**src/rtl/logic_gate_pipe.sv**
```systemverilog
// Pipelined, flow-controlled bitwise logic primitive: reduces NUM_IN operand buses with one of eight ops.
// Define LOGIC_GATE_PIPE_STATS_EN to add the result_cnt/stall_cnt statistics ports.
module logic_gate_pipe #(
  parameter int WIDTH  = 8,
  parameter int NUM_IN = 2,
  parameter int STAGES = 2
) (
  input  logic                    clk,
  input  logic                    rst,
  input  logic                    in_valid,
  output logic                    in_ready,
  input  logic [2:0]              op,
  input  logic [NUM_IN*WIDTH-1:0] a,
  output logic                    out_valid,
  input  logic                    out_ready,
  output logic [WIDTH-1:0]        out
`ifdef LOGIC_GATE_PIPE_STATS_EN
  ,
  output logic [31:0]             result_cnt,
  output logic [31:0]             stall_cnt
`endif
);

  typedef enum logic [2:0] {
    OP_AND  = 3'b000,
    OP_OR   = 3'b001,
    OP_XOR  = 3'b010,
    OP_NAND = 3'b011,
    OP_NOR  = 3'b100,
    OP_XNOR = 3'b101,
    OP_PASS = 3'b110,
    OP_NOT  = 3'b111
  } op_e;

  logic [WIDTH-1:0] and_red;
  logic [WIDTH-1:0] or_red;
  logic [WIDTH-1:0] xor_red;
  logic [WIDTH-1:0] result;

  always_comb begin
    and_red = '1;
    or_red  = '0;
    xor_red = '0;
    for (int i = 0; i < NUM_IN; i++) begin
      and_red = and_red & a[i*WIDTH +: WIDTH];
      or_red  = or_red  | a[i*WIDTH +: WIDTH];
      xor_red = xor_red ^ a[i*WIDTH +: WIDTH];
    end
  end

  always_comb begin
    result = '0;
    case (op_e'(op))
      OP_AND:  result = and_red;
      OP_OR:   result = or_red;
      OP_XOR:  result = xor_red;
      OP_NAND: result = ~and_red;
      OP_NOR:  result = ~or_red;
      OP_XNOR: result = ~xor_red;
      OP_PASS: result = a[WIDTH-1:0];
      OP_NOT:  result = ~a[WIDTH-1:0];
      default: result = '0;
    endcase
  end

  logic [WIDTH-1:0]  stage_data [STAGES];
  logic [STAGES-1:0] stage_valid;
  logic [STAGES-1:0] stage_load;

  // A stage may load if it or any stage after it is empty, or the output is taken.
  always_comb begin
    logic room;
    room       = out_ready;
    stage_load = '0;
    for (int k = STAGES - 1; k >= 0; k--) begin
      room          = room | ~stage_valid[k];
      stage_load[k] = room;
    end
  end

  always_ff @(posedge clk or posedge rst) begin
    if (rst) begin
      stage_valid <= '0;
      for (int k = 0; k < STAGES; k++) begin
        stage_data[k] <= '0;
      end
    end else begin
      if (stage_load[0]) begin
        stage_valid[0] <= in_valid;
        if (in_valid) begin
          stage_data[0] <= result;
        end
      end
      for (int k = 1; k < STAGES; k++) begin
        if (stage_load[k]) begin
          stage_valid[k] <= stage_valid[k-1];
          if (stage_valid[k-1]) begin
            stage_data[k] <= stage_data[k-1];
          end
        end
      end
    end
  end

  assign in_ready  = stage_load[0];
  assign out_valid = stage_valid[STAGES-1];
  assign out       = stage_data[STAGES-1];

`ifdef LOGIC_GATE_PIPE_STATS_EN
  logic [31:0] result_cnt_r;
  logic [31:0] stall_cnt_r;

  // Both counters wrap naturally at 32 bits.
  always_ff @(posedge clk or posedge rst) begin
    if (rst) begin
      result_cnt_r <= '0;
      stall_cnt_r  <= '0;
    end else begin
      if (out_valid && out_ready) begin
        result_cnt_r <= result_cnt_r + 32'd1;
      end
      if (out_valid && !out_ready) begin
        stall_cnt_r <= stall_cnt_r + 32'd1;
      end
    end
  end

  assign result_cnt = result_cnt_r;
  assign stall_cnt  = stall_cnt_r;
`endif

endmodule

```
**config.mk**
```make
export PLATFORM = sky130hd
export DESIGN_NAME = logic_gate_pipe
export DESIGN_NICKNAME = d
export VERILOG_FILES = /design/src/rtl/logic_gate_pipe.sv
export SDC_FILE = /design/constraint.sdc
export NUM_CORES = 1
export LEC_CHECK = 0
export BUFFER_PORTS_ARGS = -buffer_cell sky130_fd_sc_hd__buf_2
export CORE_ASPECT_RATIO = 0.5
export CORE_MARGIN = 4
export CORE_UTILIZATION = 45
export CTS_CLUSTER_SIZE = 16
export DETAILED_ROUTE_END_ITERATION = 16
export GPL_ROUTABILITY_DRIVEN = 0
export MAX_ROUTING_LAYER = met4
export PLACE_DENSITY = 0.68
export SLEW_MARGIN = 5
export SYNTH_ARGS = -nofsm -noshare
export SYNTH_HDL_FRONTEND = slang
export SYNTH_SLANG_ARGS = --single-unit
```
**constraint.sdc**
```tcl
create_clock -name clk -period 2.7 [get_ports clk]
set_input_delay 0.675 -clock clk [delete_from_list [all_inputs] [get_ports clk]]
set_output_delay 0.675 -clock clk [all_outputs]
set_load 0.01 [all_outputs]
```
==> flow_summary.ini <==
[timing]
timing.fmax_ghz = 0.5272
fin_crit_sh = 0.7025
tightest_slew_ps = 648.0
rsz0062_at_grt = false
slew_headroom = 0.5675
fin_crit_ps = 1897
fin_setup_tns_ps = 0
final-setup-viol-count = 0
finalClockSkew_ps = 3.995
finalHoldViolCount = 0
drv_slew = 0
setup_ws_ps = 803.3

[global_route]
grt_pass1_wl_um = 4747
grt.total_usage = 0.1337
grt_max_degree = 34
grt_pass1_vias = 1029
antenna_found_initial = 0
overflow = 0

[detailed_routing]
post_drt_wl_per_cell_um = 12.55
drtIter0Drc = 38
antenna_left = 0
drt_first_pass_iters = 4
vias_per_cell = 5.135
finalWirelength_um = 2873
drc = 0
num_vias = 1176

[layout]
drive_above_1_share = 0.2063
fin_util = 0.5305
multiInputGateArea_sq_um = 873.3
fin_nets = 230
antennaDiodeCount = 0
fillers = 301
ff_latch_area_sq_um = 450.4
syn2layout_area_growth_pct = 8.717

[job]
drv_cap = 0

[floorplanning]
std_cell_rows = 14
start_util = 0.4880
ios = 33
dieArea_sq_um = 4432
die_y_um = 49.12
die_w_um = 90.23
coreArea_sq_um = 3118

[synthesis]
avgSynthCellArea_sq_um = 8.897
async_reset_ff_frac = 1.000
syn-instance-count = 171
synth_edf_count = 0
syn-cell-area_sq_um = 1521
synth.most_common_cell = inv_1
synth_commonest_cells = 21 x inv_1, 18 x dfrtp_1, 16 x ha_1
synth_top_cell_by_area = dfrtp_1
ys_top_cells_by_area = dfrtp_1 30%, ha_1 13%, mux2_1 5.9%
synth.yosys.seq_area_share = 0.2961
yosysUniqueCellTypes = 32
synth_top_area_frac = 0.2961
synth_ff_type = dfrtp_1
syn_nets = 210
yosys_register_bits = 18
synth_warnings = 0

[critical_path]
critPathCaptureType = primary output
crit_required_ps = 2030
r2r-start = stage_valid[0]$_DFFE_PP0N_
r2r_setup_slack_ps = 1390
path_common_cell = buf_2
path_max_fanout = 3
critPathMaxStageDelay_ps = 250
rr_endpoint = stage_data[13]$_DFFE_PP0P_
start_kind = input port
arrival_ps = 1220
critPathTopFamily = buffers and inverters
r2r_cells = 4
cp_cell_sequence = buf_2, nand3b_1, buf_2
slowest_stage = nand3b_1
cp.buffers_inverters = 2
worst-setup-path-type = input port to primary output

[cts]
cts.clk_slew.worst_paths_ps = 60
post_cts_buffers = 0
clock_latency_ps = 250
clock_path_buffers = 2
ctsHoldBuffers = 0
cts_tree = yes
htreeDepth = 1
numCtsBuffers = 3
cts.sinks = 18
cts-resized-gates = 0
cts-root-buf = clkbuf_8

[power_and_ir_drop]
p_per_area_nw_per_um2 = 476.9
p_total_mw = 0.7888
leakage_nw = 0.8303
irDropWorstVdd_mv = 0.1694

[worst_hold_path]
holdCritPathClass = flop to flop
whs_path_depth = 2
hold_path.startpoint = stage_data[12]$_DFFE_PP0P_
holdPathEnd = stage_data[12]$_DFFE_PP0P_

[place]
portBuffers = 32
pre_cts_slack_ps = 560.4
hpwl_um = 2279

[run_status]
status = completed
==> worst register-to-register path: stages (launching register included) <==
cell and delay [ps]:
dfrtp_1 380, nand3b_1 200, nand2_4 150, or3_1 390
o21ai_1 120
==> routing by layer <==
metal  GRT usage  vias to the layer above  share of wire
li1            -                      617              -
met1      0.2002                      516           0.53
met2      0.1693                       39           0.38
met3     0.03390                        4          0.072
met4     0.04569                        0          0.011
met5           -                        -              0
==> worst max path at each step <==
| stage | from | end | slack, ps | cells after the start |
|---|---|---|---|---|
| after floorplan | op[1] | stage_data[14]$_DFFE_PP0P_ | 970 | 6 |
| after global placement | op[0] | stage_data[13]$_DFFE_PP0P_ | 610 | 5 |
| after detailed placement | op[0] | stage_data[13]$_DFFE_PP0P_ | 560 | 5 |
| after CTS | out_ready | in_ready | 800 | 3 |
| after global routing | op[0] | stage_data[13]$_DFFE_PP0P_ | 690 | 5 |
| final | out_ready | in_ready | 800 | 3 |
==> state kept, by name, indices dropped and copies added (netlist names) <==
name and flops:
stage_valid 2, stage_data 8, out 8
==> area by class of cell <==
class | instances | share of cell area
Clock buffer | 3 | 0.02496
Inverter | 21 | 0.04765
Multi-Input combinational cell | 115 | 0.5280
Sequential cell | 18 | 0.2723
Tap cell | 40 | 0.03026
Timing Repair Buffer | 32 | 0.09682
==> cells in the final DEF (no fill, tap or decap), drive strengths merged, types with 2 or more instances in the layout <==
cell type | Yosys | layout
o32ai | 7 | 7
ha | 16 | 16
nor2b | 5 | 5
o21ai | 6 | 6
dfrtp | 18 | 18
inv | 21 | 21
nand2 | 15 | 15
o2bb2ai | 2 | 2
o31ai | 4 | 4
nand2b | 4 | 4
mux2i | 2 | 2
o211ai | 2 | 2
nand3b | 2 | 2
clkbuf | 4 | 3
a32o | 2 | 2
nor2 | 13 | 13
a21oi | 2 | 2
mux2 | 8 | 8
xnor2 | 3 | 3
xor2 | 5 | 5
a211oi | 9 | 9
nor4 | 2 | 2
or3 | 2 | 2
buf | 13 | 32
nor3b | 2 | 2
==> cell families (layout without fill, tap and decap cells) <==
group	count (synthesis)	count (layout)	synth area share
compound gates	35	35	0.1694
mux	10	10	0.07237
buf+inv	38	56	0.1299
flops	18	18	0.2961
fa+ha+maj	16	16	0.1316
simple gates	46	46	0.1546
xor+xnor	8	8	0.04605
==> through the flow <==
step | hold WS, ps | instances | area, sq um
floorplan | 441.3 | 171 | 1521
global placement | 465.4 | 226 | 1613
detailed placement | 476.1 | 226 | 1613
CTS | 490.2 | 229 | 1654
global route | 495.1 | 229 | 1654
finish | 484.2 | 229 | 1654
==> power breakdown <==
| group | switching (mW) | internal, mW | total (mW) |
|---|---|---|---|
| Clock | 0.0789 | 0.0988 | 0.178 |
| Combinational | 0.137 | 0.116 | 0.253 |
| Sequential | 0.0289 | 0.329 | 0.358 |
| Total | 0.245 | 0.544 | 0.789 |
No activity file was read; power rests on OpenSTA's default activity.
